## config.mk

```make
export PLATFORM = sky130hd
export DESIGN_NAME = uart_frame_packer
export DESIGN_NICKNAME = d
export VERILOG_FILES = /design/src/rtl/uart_frame_packer.sv
export SDC_FILE = /design/constraint.sdc
export NUM_CORES = 1
export LEC_CHECK = 0
export ABC_CLOCK_PERIOD_IN_PS = 1690
export CORE_MARGIN = 2
export CORE_UTILIZATION = 44
export CTS_CLUSTER_DIAMETER = 200
export DETAILED_ROUTE_END_ITERATION = 16
export GPL_ROUTABILITY_DRIVEN = 1
export PLACE_DENSITY_LB_ADDON = 0.2
export SYNTH_ARGS = -nofsm -noshare
export SYNTH_HDL_FRONTEND = slang
export SYNTH_SLANG_ARGS = --single-unit
```

## constraint.sdc

```tcl
create_clock -name Clk -period 1.69 [get_ports Clk]
set_input_delay 0.507 -clock Clk [delete_from_list [all_inputs] [get_ports Clk]]
set_output_delay 0.507 -clock Clk [all_outputs]
set_load 0.005 [all_outputs]
```

## src/rtl/uart_frame_packer.sv

```systemverilog
// FIFO-to-UART framer: drains words from a show-behind FIFO and sends each burst as
// header, word count, payload bytes and an optional mod-256 payload checksum.
module uart_frame_packer #(
  parameter int         WORD_W      = 32,
  parameter int         LEVEL_W     = 10,
  parameter int         FRAME_WORDS = 16,
  parameter int         MSB_FIRST   = 1,
  parameter logic [7:0] HDR_BYTE    = 8'hA5,
  parameter int         CKSUM_EN    = 1
) (
  input  logic               Clk,
  input  logic               Rst,
  input  logic [WORD_W-1:0]  FifoQ,
  input  logic               FifoEmpty,
  input  logic [LEVEL_W-1:0] FifoLevel,
  output logic               FifoRdReq,
  input  logic               Flush,
  input  logic               UartReady,
  output logic [7:0]         TxData,
  output logic               TxStart,
  output logic               Busy,
  output logic               FrameDone
);

  localparam int          BYTES_PER_WORD = WORD_W / 8;
  localparam logic [3:0]  LAST_BYTE      = 4'(BYTES_PER_WORD - 1);
  localparam logic [7:0]  FRAME_WORDS_B  = 8'(FRAME_WORDS);
  localparam logic [31:0] FRAME_WORDS_U  = 32'(FRAME_WORDS);

  typedef enum logic [3:0] {
    IDLE,
    HDR,
    LEN,
    FETCH,
    WAIT,
    LOAD,
    BYTE,
    CKS,
    DONE
  } state_t;

  state_t              state_q, state_d;
  logic                guard_q, guard_d;
  logic [7:0]          nWords_q, nWords_d;
  logic [7:0]          wordCnt_q, wordCnt_d;
  logic [3:0]          byteCnt_q, byteCnt_d;
  logic [7:0]          sum_q, sum_d;
  logic [WORD_W-1:0]   shift_q, shift_d;
  logic [7:0]          txData_q, txData_d;
  logic                txStart_q, txStart_d;

  logic [31:0]         levelWide;
  logic                fullFrame;
  logic [7:0]          flushWords;
  logic [7:0]          curByte;
  logic [WORD_W-1:0]   shiftNext;
  logic [7:0]          wordNext;
  logic                launchNow;

  assign levelWide  = 32'(FifoLevel);
  assign fullFrame  = (levelWide >= FRAME_WORDS_U);
  assign flushWords = (levelWide < FRAME_WORDS_U) ? levelWide[7:0] : FRAME_WORDS_B;
  assign curByte    = (MSB_FIRST != 0) ? shift_q[WORD_W-1 -: 8] : shift_q[7:0];
  assign shiftNext  = (MSB_FIRST != 0) ? (shift_q << 8) : (shift_q >> 8);
  assign wordNext   = wordCnt_q + 8'd1;
  // A launch may only happen outside the guard cycle that follows the previous one.
  assign launchNow  = !guard_q && UartReady;

  always_ff @(posedge Clk or negedge Rst) begin
    if (!Rst) begin
      state_q   <= IDLE;
      guard_q   <= 1'b0;
      nWords_q  <= '0;
      wordCnt_q <= '0;
      byteCnt_q <= '0;
      sum_q     <= '0;
      shift_q   <= '0;
      txData_q  <= '0;
      txStart_q <= 1'b0;
    end else begin
      state_q   <= state_d;
      guard_q   <= guard_d;
      nWords_q  <= nWords_d;
      wordCnt_q <= wordCnt_d;
      byteCnt_q <= byteCnt_d;
      sum_q     <= sum_d;
      shift_q   <= shift_d;
      txData_q  <= txData_d;
      txStart_q <= txStart_d;
    end
  end

  always_comb begin
    state_d   = state_q;
    guard_d   = guard_q;
    nWords_d  = nWords_q;
    wordCnt_d = wordCnt_q;
    byteCnt_d = byteCnt_q;
    sum_d     = sum_q;
    shift_d   = shift_q;
    txData_d  = txData_q;
    txStart_d = 1'b0;

    case (state_q)
      IDLE: begin
        guard_d = 1'b0;
        // A full frame takes priority over a flush seen in the same cycle.
        if (fullFrame) begin
          nWords_d  = FRAME_WORDS_B;
          wordCnt_d = '0;
          state_d   = HDR;
        end else if (Flush && !FifoEmpty) begin
          nWords_d  = flushWords;
          wordCnt_d = '0;
          state_d   = HDR;
        end
      end

      HDR: begin
        if (launchNow) begin
          txData_d  = HDR_BYTE;
          txStart_d = 1'b1;
          guard_d   = 1'b1;
          sum_d     = '0;
        end else if (guard_q) begin
          guard_d = 1'b0;
          state_d = LEN;
        end
      end

      LEN: begin
        if (launchNow) begin
          txData_d  = nWords_q;
          txStart_d = 1'b1;
          guard_d   = 1'b1;
        end else if (guard_q) begin
          guard_d = 1'b0;
          state_d = FETCH;
        end
      end

      FETCH: begin
        if (!FifoEmpty) begin
          state_d = WAIT;
        end
      end

      WAIT: begin
        state_d = LOAD;
      end

      LOAD: begin
        shift_d   = FifoQ;
        byteCnt_d = '0;
        state_d   = BYTE;
      end

      BYTE: begin
        if (launchNow) begin
          txData_d  = curByte;
          txStart_d = 1'b1;
          guard_d   = 1'b1;
          sum_d     = sum_q + curByte;
          shift_d   = shiftNext;
        end else if (guard_q) begin
          guard_d = 1'b0;
          if (byteCnt_q == LAST_BYTE) begin
            wordCnt_d = wordNext;
            if (wordNext == nWords_q) begin
              state_d = (CKSUM_EN != 0) ? CKS : DONE;
            end else begin
              state_d = FETCH;
            end
          end else begin
            byteCnt_d = byteCnt_q + 4'd1;
          end
        end
      end

      CKS: begin
        if (launchNow) begin
          txData_d  = sum_q;
          txStart_d = 1'b1;
          guard_d   = 1'b1;
        end else if (guard_q) begin
          guard_d = 1'b0;
          state_d = DONE;
        end
      end

      DONE: begin
        state_d = IDLE;
      end

      default: begin
        state_d = IDLE;
      end
    endcase
  end

  assign FifoRdReq = (state_q == FETCH) && !FifoEmpty;
  assign TxData    = txData_q;
  assign TxStart   = txStart_q;
  assign Busy      = (state_q != IDLE);
  assign FrameDone = (state_q == DONE);

endmodule
```

# After elaboration in Yosys (flattened, before gate mapping)
# Cells that the tools add are included.
# W data, S select, Z words.
[word_totals]
out_inout_bits = 12
input_bits = 47
regBits = 74
[classes]
n_eq_ne = 26
order_cmp = 2
add_sub_neg = 3
muxes = 40
reduce_logical = 21
[ops]
columns = ["op", "count"]
rows = [
  ["$mux W8", 14],
  ["$pmux W32 S2", 1],
  ["$mux W4", 15],
  ["$mux W32", 1],
  ["$pmux W4 S8", 1],
  ["$pmux W8 S2", 2],
  ["$pmux W8 S4", 1],
  ["$ne A2 B2 Y1 const B", 15],
  ["$eq A4 B3 Y1 const B", 4],
  ["$eq A4 B2 Y1 const B", 3],
  ["$reduce_and A11 Y1", 1],
  ["$ge A10 B5 Y1 const B", 1],
  ["$lt A10 B5 Y1 const B", 1],
  ["$reduce_and A5 Y1", 2],
  ["$reduce_bool A2 Y1", 5],
  ["$add A8 B1 Y8 const B", 1],
  ["$add A8 B8 Y8", 1],
  ["$eq A8 B8 Y1", 1],
  ["$pmux W4 S2", 1],
  ["$reduce_bool A4 Y1", 2],
  ["$add A4 B1 Y4 const B", 1],
  ["$eq A4 B1 Y1 const B", 1],
  ["$eq A4 B4 Y1 const B", 1],
  ["$logic_not A4 Y1", 1],
  ["10 further kinds", 15],
]

# Depth between registers and ports, before layout
[depth]
depth_word = 7
mapped_depth = 8

# Worst setup path before layout
# Ideal clock, no wire load.
[synth_timing]
path_kind = "register -> register"
from = "register sum_q[1]"
to = "register sum_q[7]"
setup_time_ns = 0.136
required_ns = 1.554
path_buffers = 0
path_stages_with_launch = 7
synth_period_minus_slack_ns = 1.856
path_slack_ns = -0.166
t_arrival_ns = 1.719
cell_sequence = "dfrtp_1 -> ha_1 -> a21oi_1 -> o2111ai_1 -> a21o_1 -> nand4_1 -> or3b_2"
[synth_between]
elab_chain_cells = 3
[synth_lines]
columns = ["item", "line_no", "text"]
rows = [
  ["start, declared", "47", "logic [7:0] sum_q, sum_d;"],
  ["start signal, assigned", "86", "sum_q <= sum_d;"],
  ["$add A8 B8 Y8", "163", "sum_d = sum_q + curByte;"],
  ["$mux W8", "159", "if (launchNow) begin"],
  ["$pmux W8 S2", "104", "case (state_q)"],
]
# No other way between the ends. The select of a mux whose other input is x is not followed.
# A chain may end at the register's enable or synchronous reset.

# Worst setup path after layout
[layout_timing]
from = "register state_q[2]"
to = "output port Busy"
[layout_between]
elab_chain_cells = 1
[layout_lines]
columns = ["item", "line_no", "text"]
rows = [
  ["start, declared", "42", "state_t state_q, state_d;"],
  ["start signal, assigned", "81", "state_q <= state_d;"],
  ["$reduce_bool A4 Y1", "204", "assign Busy = (state_q != IDLE);"],
  ["end, declared", "21", "output logic Busy,"],
]
# No other way between the ends.

==> tab_implementation.tex <==
\begin{tabular}{lr}
\hline
Metric & Value \\
\hline
\multicolumn{2}{l}{\textbf{Global routing}} \\
Wire length of the first global-routing pass & 20000 um \\
GRT met1 Usage & 31.9\% \\
Met2 Track Usage GR & 44.7\% \\
GRT Total Usage & 25.5\% \\
Overflow left after global routing & 0 \\
Number of antenna violations at the first check in global routing & 0 \\
Number of global-route vias before repair & 4047 \\
Most heavily used metal layer in global routing & met2 \\
Met3 Track Usage GR & 4.57\% \\
Pin count of the biggest net entering global routing & 39 \\
\multicolumn{2}{l}{\textbf{Logic synthesis}} \\
Distinct cells, synth & 54 \\
Top cell type by total area after synthesis & dfrtp\_1 \\
Top cell types by occurrence after synthesis & dfrtp\_1, nand2\_1, o21ai\_0, nor2\_1, mux2i\_1 \\
Most common cell in the netlist & dfrtp\_1 \\
Proportion of synthesized chip area in sequential cells & 46.0\% \\
Number of enable flip-flop cells after synthesis & 0 \\
Post-synthesis cell count & 427 \\
Most common flop cell mapped by yosys & dfrtp\_1 \\
Post-synth design cell area & 4030 um2 \\
Proportion of synthesized flip-flops having asynchronous set or reset & 100\% \\
Synthesis-stage register bit count & 74 \\
Post-Synthesis Mean Instance Area & 9.44 um2 \\
Share of Yosys cell area claimed by the top area cell type & 46.0\% \\
Post-synth net total & 484 \\
Count of warnings emitted by yosys & 0 \\
Top cells by area, synth & dfrtp\_1, mux2i\_1, o21ai\_0 \\
\multicolumn{2}{l}{\textbf{Setup path}} \\
Worst EP arrival & 1.48 ns \\
Critical path data required time & 1.18 ns \\
Category of the most critical setup path & flip-flop to output port \\
Buffer and inverter count on the worst path & 1 \\
Family with the most delay on the worst path & simple AND/OR/NAND/NOR gates \\
Cell chain of the critical path & or4\_4 -> buf\_6 \\
Largest stage delay on the critical path & 0.54 ns \\
Startpoint type of the worst setup path & flip-flop \\
Standard cell with the maximum stage delay on the critical path & or4\_4 \\
Peak fanout along the critical path & 3 \\
Nature of the critical path endpoint & output port \\
\multicolumn{2}{l}{\textbf{CTS}} \\
Clock buffer count from CTS & 9 \\
Number of clock sinks & 74 \\
Worst skew pair latency & 0.36 ns \\
H-tree levels & 3 \\
TritonCTS clock tree & built \\
Clock slew at reported path FFs & 0.08 ns \\
Clock Tree Buf Depth & 2 \\
Clock root buffer & clkbuf\_8 \\
\multicolumn{2}{l}{\textbf{Routing}} \\
Length of the first detailed-routing pass in iterations & 4 \\
Initial DRC Count & 179 \\
Wire length reported by the detailed router & 13500 um \\
Number of nets with antenna violations after routing & 0 \\
Via count & 4087 \\
Wire length per cell & 19.1 um \\
Remaining routing DRC violations & 0 \\
Mean number of vias per cell & 5.76 \\
\multicolumn{2}{l}{\textbf{STA}} \\
Worst clock skew & 0.00847 ns \\
Setup Viol. Count Final & 69 \\
Final hold viol count & 0 \\
Max-slew violations & 0 \\
PnR worst setup slack & -0.294 ns \\
Worst slew slack as a fraction of its limit & 64.2\% \\
Unrepaired setup endpoints after global routing & yes \\
Worst-Margin Slew & 0.537 ns \\
Max Clock Freq & 0.504 GHz \\
Time the worst path needs with I/O delays and setup & 1.98 ns \\
Fraction of the cycle the final worst path needs & 117\% \\
Setup TNS & -7.15 ns \\
\multicolumn{2}{l}{\textbf{Placed design}} \\
Dpl hpwl & 7480 um \\
Worst setup slack before clock tree synthesis & -0.630 ns \\
Weighted congestion at the end of routability-driven global placement & 0.886 \\
IO buf count & 58 \\
Cell area after placement & 5290 um2 \\
\multicolumn{2}{l}{\textbf{Floorplanning}} \\
Width of the die & 99.7 um \\
Total Die Area & 9940 um2 \\
Initial cell density of the core & 45.8\% \\
Rows & 34 \\
Area inside the core boundary & 8810 um2 \\
\# IOs & 59 \\
Die height & 99.7 um \\
\multicolumn{2}{l}{\textbf{Layout}} \\
Synth-to-Final Area Change & 68.3\% \\
Diodes inserted & 0 \\
Post-route cell area & 6780 um2 \\
Final design utilization & 77.0\% \\
Layout cell share with drive strength beyond 1 & 40.5\% \\
NumNets Final & 654 \\
\multicolumn{2}{l}{\textbf{Pwr}} \\
Maximum vdd drop & 0.000770 V \\
Clock network fraction of total power & 14.4\% \\
PnR Total Power & 10.4 mW \\
Power density relative to cell area & 1540 nW/um2 \\
Switching power total & 4.12 mW \\
Switching Fraction & 39.5\% \\
Reported leakage power & 2.94 nW \\
Part of the power in combinational logic & 58.8\% \\
Internal power & 6.31 mW \\
Sequential group share of total power & 26.8\% \\
\multicolumn{2}{l}{\textbf{Outcome}} \\
Status & finished, violations left \\
Violations in the final reports & negative setup slack \\
\multicolumn{2}{l}{\textbf{Worst hold path}} \\
Class of the worst hold path & input pin to asynchronous set/reset pin \\
\multicolumn{2}{l}{\textbf{Job}} \\
Max Cap Viol & 0 \\
\hline
\end{tabular}
sequential cells by signal, indices dropped and copies added (netlist names):
signal / flops
byteCnt_q: 4
nWords_q: 8
wordCnt_q: 8
TxData: 8
guard_q: 1
TxStart: 1
state_q: 4
sum_q: 8
shift_q: 32
what timing repair did:
item                       in CTS  in global routing
gates cloned                    7                  1
setup buffers                  30                 14
setup endpoints to repair      77                 74
pin swaps                      36                 35
resized for setup             139                 90
hold buffers                    0                  0
cell type report:
class,count,area (um2)
clock inverter,6,72.6
tap,108,135
timing repair buffer,180,1870
clock buffer,10,138
sequential,74,1860
inverter,9,33.8
fill,536,2020
multi-input combinational,323,2680
through the flow:
step | hold WS [ns] | cells
after floorplan | 0.211 | 427
after global placement | 0.461 | 648
after detailed placement | 0.468 | 648
after CTS | 0.106 | 700
after global routing | 0.134 | 710
final | 0.119 | 710
per-layer routing:
layer,vias to the layer above,share of wire (%)
li1,1867,-
met4,0,2.4
met1,2064,40
met5,-,0
met2,121,53
met3,35,4.9
power groups by stage:
stage	Clock, mW	Sequential, mW	Combinational, mW
after floorplan	0	2.69	2.21
after global placement	0	2.71	3.75
after detailed placement	0	2.73	3.84
after CTS	1.51	2.71	5.11
after global routing	1.59	2.86	6.51
final	1.50	2.80	6.13
final timing paths:
path	from	to	slack, ns	depth (start not counted)
worst max-delay path	state_q[2]$_DFFE_PN0P_	Busy	-0.29	2
worst min-delay path	Rst	shift_q[29]$_DFFE_PN0P_	0.12	1
worst max register to register	state_q[2]$_DFFE_PN0P_	state_q[2]$_DFFE_PN0P_	-0.23	6
worst min register to register	TxData[3]$_DFFE_PN0P_	TxData[3]$_DFFE_PN0P_	0.49	2
max in group asynchronous	Rst	byteCnt_q[1]$_DFFE_PN0P_	0.98	2
min in group Clk	TxData[3]$_DFFE_PN0P_	TxData[3]$_DFFE_PN0P_	0.49	2
cells by family after synthesis:
group                    count (synthesis)  synth area share [%]
AO/OA/AOI/OAI                          105                  15.9
XOR/XNOR                                19                  4.13
adder cells (fa/ha/maj)                 10                  3.29
buffers and inverters                   30                  3.32
flip-flops                              74                  46.0
multiplexers                            36                  9.01
AND/OR/NAND/NOR                        153                  18.4
cell usage in the layout, fill, tap and decap left out, types with 12 or more instances in the layout:
| cell | n |
|---|---|
| buf_4 | 78 |
| dfrtp_1 | 70 |
| buf_12 | 13 |
| mux2i_1 | 24 |
| nor2_1 | 32 |
| nand2_2 | 12 |
| o21ai_1 | 42 |
| buf_6 | 21 |
| nand2_1 | 50 |
| clkdlybuf4s50_1 | 44 |
Power figures use the tool's default switching activity.
==> edit 1 (same settings) <==
Set the parameter `WORD_W` to 48 (it was 32).
--- a/src/rtl/uart_frame_packer.sv
+++ b/src/rtl/uart_frame_packer.sv
@@ -1,7 +1,7 @@
 // FIFO-to-UART framer: drains words from a show-behind FIFO and sends each burst as
 // header, word count, payload bytes and an optional mod-256 payload checksum.
 module uart_frame_packer #(
-  parameter int         WORD_W      = 32,
+  parameter int         WORD_W      = 48,
   parameter int         LEVEL_W     = 10,
   parameter int         FRAME_WORDS = 16,
   parameter int         MSB_FIRST   = 1,
Interface: changed (resized FifoQ); port bits go from 59 to 75. The function was not compared with the original's and may differ.
==> edit 1 against the original RTL <==
The run still ends with negative setup slack left; sequential cell count rose by 16; setup slack got worse by 0.11 ns; synthesized area rose by 20%; routed wire length fell by 1.1%; synthesized cell count rose by 20%; sequential power rose by 22%; total power rose by 5.4%; design area rose by 8.7%; highest routed layer unchanged.
==> edit 1: results (changes against the original RTL) <==
max FFs per register = 48 (was 32)
vias in the first global route = 4353 (was 4047)
ratio of cells with drive above 1 in the final layout = 0.2941 (was 0.4053)
Crit. Startpoint = state_q[0] (was state_q[2])
crit-path max cell delay = 0.58 ns (was 0.54 ns)
slack of the critical path = -0.4032 ns (was -0.2944 ns)
Cell Area, Placed = 0.006346 mm2 (was 0.005285 mm2)
first-pass GRT wire length = 20.43 mm (was 19.95 mm)
Via Count = 4466 (was 4087)
met1 wire length = 5.649 mm (was 5.388 mm)
post-synth net total = 586 (was 484)
gpl congestion = 0.8454 (was 0.8855)
P_leak = 0.003153 uW (was 0.002937 uW)
YS warnings = 0 (unchanged)
cell family with most CP delay = simple AND/OR/NAND/NOR gates (unchanged)
met3 Use GR = 0.03288 (was 0.04568)
top post-synthesis cells by count = dfrtp_1, nand2_1, o21ai_0 (unchanged)
total iterations of the first detailed-routing run = 4 (unchanged)
n_diodes = 0 (unchanged)
clk root buf = clkbuf_8 (unchanged)
Final Skew = 0.01123 ns (was 0.008468 ns)
met2 WL = 6.820 mm (was 7.137 mm)
met1 GRT Util = 0.2776 (was 0.3192)
Top reg by flops = shift_q (unchanged)
post-synthesis sequential area ratio = 0.4650 (was 0.4596)
final-report hold violation count = 0 (unchanged)
WP data arrival = 2.36 ns (was 1.48 ns)
Clock Sink Count = 90 (was 74)
dominant cells by area after synthesis = dfrtp_1, mux2i_1, o21ai_0 (unchanged)
GR Util met2 = 0.3833 (was 0.4470)
outcome = finished with violations (unchanged)
Final HPWL DP = 8.897 mm (was 7.477 mm)
slowest stage cell, crit path = or4_4 (unchanged)
pre-CTS setup slack = -0.7011 ns (was -0.6299 ns)
largest net degree at the start of global routing = 91 (was 39)
Final nets = 749 (was 654)
Crit Path Max Fanout = 4 (was 3)
clock buffer depth = 2 (unchanged)
Peak VDD IR = 0.6951 mV (was 0.7703 mV)
clk_lat worst skew = 0.38 ns (was 0.36 ns)
met3 wire length = 583 um (was 669 um)
top-count cell post-synth = dfrtp_1 (unchanged)
antenna viol nets, final = 0 (unchanged)
Slew headroom = 0.6634 (was 0.6422)
Port Buf Inserts = 74 (was 58)
post-synthesis cell type count = 57 (was 54)
DR WL/cell = 16.32 um (was 19.05 um)
Setup crit end = state_q[0] (was Busy)
First DRT Iteration DRCs = 206 (was 179)
overall routing resource usage = 0.2210 (was 0.2545)
Worst-path clk slew = 0.09 ns
initial antenna violation count = 0 (unchanged)
# setup viols final = 66 (was 69)
reg2reg path depth = 6 (unchanged)
failing checks = negative setup slack (unchanged)
H-Tree Depth = 3 (unchanged)
-- edit 1: changes by cell type in the layout (fill, tap and decap cells not counted), sizes merged, moves of 4 or more --
cell / delta
a21oi: +6
nand2: +26
o31ai: -4
nor2: -6
a22o: +4
dfrtp: +16
o21ai: +12
nor3: +4
buf: -17
nand2b: -4
xnor2: -4
clkdlybuf4s50: +17
mux2i: +18
-- edit 1: layout make-up --
cell class	count	area, um2
clock buffer	10	127.6
clock inverter	6	72.57
fill	822	3423
inverter	6	22.52
multi-input combinational	387	2934
sequential	90	2252
tap	140	175.2
timing repair buffer	181	1785
-- edit 1: stage by stage --
stage | setup TNS (ns) | instances
floorplan | -2.077 | 512
global placement | -30.19 | 775
detailed placement | -32.60 | 775
CTS | -11.89 | 805
global route | -16.64 | 820
finish | -11.55 | 820
-- edit 1: how the worst min path moves through the flow --
stage                start           end  slack [ns]  depth (start not counted)
5_1_grt                Rst  wordCnt_q[1]        0.22                          2
6_report               Rst  wordCnt_q[1]        0.15                          2
2_1_floorplan          Rst     TxData[0]        0.21                          0
3_3_place_gp   shift_q[33]   shift_q[33]        0.46                          2
3_5_place_dp   shift_q[28]   shift_q[28]        0.47                          2
4_1_cts                Rst     TxData[3]        0.19                          2
-- edit 1: repair_timing --
item,4_1_cts,5_1_grt
cloned,2,2
pin swaps,13,33
resized for setup,52,144
setup endpoints to repair,79,87
setup buffers,13,13
-- edit 1: kinds of logic after synthesis --
logic type      synth area share
compound gates            0.1535
mux                       0.1129
buf+inv                  0.03203
flops                     0.4650
fa+ha+maj                0.02997
simple gates              0.1759
xor+xnor                 0.03074
-- edit 1: where the power goes --
part           switching, uW  leakage (uW)  internal [uW]
Clock                    827     0.0000979            703
Combinational           2900       0.00190           3160
Sequential               519       0.00116           2900
==> edit 2 (same flow settings) <==
Without the edit above. `sum_q` no longer has a reset.
--- a/src/rtl/uart_frame_packer.sv
+++ b/src/rtl/uart_frame_packer.sv
@@ -73,7 +73,6 @@
       nWords_q  <= '0;
       wordCnt_q <= '0;
       byteCnt_q <= '0;
-      sum_q     <= '0;
       shift_q   <= '0;
       txData_q  <= '0;
       txStart_q <= 1'b0;
@@ -83,11 +82,14 @@
       nWords_q  <= nWords_d;
       wordCnt_q <= wordCnt_d;
       byteCnt_q <= byteCnt_d;
-      sum_q     <= sum_d;
       shift_q   <= shift_d;
       txData_q  <= txData_d;
       txStart_q <= txStart_d;
     end
+  end
+
+  always_ff @(posedge Clk) begin
+    sum_q <= sum_d;
   end
 
   always_comb begin
Behaviour: no difference found for any inputs over 10 cycles, from zero or initial values and one cycle with Rst low; that may be too few to reach the edited logic, so the function may still have changed.
==> edit 2 against the original RTL <==
The flow still finishes with violations (negative setup slack); setup slack got worse by 0.042 ns; critical path depth unchanged; synthesized area decreased by 3.4%; design area decreased by 12%; sequential share of layout area increased by 4.4 points; routed wire length decreased by 23%; sequential cell count unchanged; first-iteration DRC count decreased by 2.2%; synthesized cell count decreased by 4.0%; total power decreased by 11%; combinational power decreased by 17%; largest power group unchanged; highest routed layer unchanged.
==> edit 2: results (changes against the original RTL) <==
first-pass GRT wire length = 17.05 mm (was 19.95 mm)
Crit Path Max Fanout = 5 (was 3)
Filler cells = 652 (was 536)
Cell Area, Placed = 0.005116 mm2 (was 0.005285 mm2)
gpl congestion = 0.8345 (was 0.8855)
P_leak = 0.002652 uW (was 0.002937 uW)
Worst Hold Class = primary input to asynchronous set/reset pin (unchanged)
post-synth net total = 467 (was 484)
Peak VDD IR = 0.9301 mV (was 0.7703 mV)
crit-path max cell delay = 0.56 ns (was 0.54 ns)
XOR/XNOR Fraction of Synth Area = 0.03374 (was 0.04130)
First DRT Iteration DRCs = 175 (was 179)
Worst-path clk slew = 0.09 ns
setup TNS = -9.862 ns (was -7.149 ns)
Die Wd = 98.07 um (was 99.69 um)
fraction of synthesized area in multiplexers = 0.08548 (was 0.09006)
initial antenna violation count = 0 (unchanged)
clock buffer depth = 2 (unchanged)
asr flop ratio synth = 0.8919 (was 1.000)
ratio of cells with drive above 1 in the final layout = 0.3202 (was 0.4053)
drt via density = 5.300 (was 5.756)
dominant cells by area after synthesis = dfrtp_1, mux2i_1, edfxtp_1 (was dfrtp_1, mux2i_1, o21ai_0)
Slew @ Worst Pin = 0.4548 ns (was 0.5367 ns)
# setup viols final = 53 (was 69)
max FFs per register = 32 (unchanged)
vias in the first global route = 3501 (was 4047)
post-synthesis sequential area ratio = 0.4859 (was 0.4596)
overall routing resource usage = 0.2203 (was 0.2545)
outcome = finished with violations (unchanged)
Final nets = 611 (was 654)
Sw Pwr = 3501 uW (was 4121 uW)
Final HPWL DP = 6.944 mm (was 7.477 mm)
slack of the critical path = -0.3366 ns (was -0.2944 ns)
Post-synth EDFFs = 8 (was 0)
post-synthesis cell type count = 51 (was 54)
largest net degree at the start of global routing = 32 (was 39)
WP data arrival = 1.52 ns (was 1.48 ns)
DR WL/cell = 15.56 um (was 19.05 um)
cell family with most CP delay = simple AND/OR/NAND/NOR gates (unchanged)
Post-Synth Adder-Cell Area = 0.03406 (was 0.03292)
top post-synthesis cells by count = dfrtp_1, nand2_1, o21ai_1 (was dfrtp_1, nand2_1, o21ai_0)
Compound-Gate Fraction of Synth Area = 0.1420 (was 0.1590)
failing checks = negative setup slack (unchanged)
Final Skew = 0.01143 ns (was 0.008468 ns)
cts bufs inserted = 9 (unchanged)
clk_lat worst skew = 0.36 ns (about the same)
pre-CTS setup slack = -0.7595 ns (was -0.6299 ns)
edit 2: kinds of logic after synthesis:
family	after synthesis
DFF	74
and+or+nand+nor	149
adders and majority gates	10
AOI/OAI and AO/OA	92
muxes	33
buffers and inverters	37
xor gates and xnor gates	15
edit 2: repair_timing:
action,4_1_cts,5_1_grt
endpoints found under the setup margin,70,71
gates resized for setup,71,45
pin swaps,19,13
gates cloned,4,0
buffers inserted,25,6
edit 2: layer usage:
metal  vias to the layer above  track usage  wire (um)
met5                         -            0          0
met4                         0      0.06838        112
li1                       1744            -          -
met3                        10      0.04295        463
met1                      1707       0.2896       4579
met2                        74       0.3699       5226
edit 2: layout make-up:
class | count | area share
tap | 108 | 0.02265
inverter | 13 | 0.008599
clock buffer | 9 | 0.02076
sequential | 74 | 0.3177
clock inverter | 7 | 0.01342
multi-input combinational | 299 | 0.3635
timing repair buffer | 157 | 0.2534
edit 2: metrics by stage:
stage / utilization / std cells
after floorplan: - / 410
after global placement: 0.5924 / 619
after detailed placement: 0.5924 / 619
after CTS: 0.6710 / 664
after global routing: 0.6908 / 667
final: 0.6908 / 667
edit 2: power groups by stage:
stage	sequential (uW)	clock, uW	combinational (uW)
detailed placement	2770	0	3880
floorplan	2690	0	2400
global placement	2740	0	3790
finish	2770	1470	5070
global route	2840	1570	5540
CTS	2750	1480	4720
edit 2: path summary, 6_finish.rpt:
kind,cells after the start,endpoint,startpoint,slack [ns]
worst min register to register,2,shift_q[4],shift_q[4],0.48
min in group Clk,2,shift_q[4],shift_q[4],0.48
max in group asynchronous,2,state_q[0],Rst,1.08
worst max-delay path,2,Busy,state_q[0],-0.34
worst min-delay path,1,shift_q[24],Rst,0.08
worst max register to register,6,state_q[2],state_q[2],-0.33
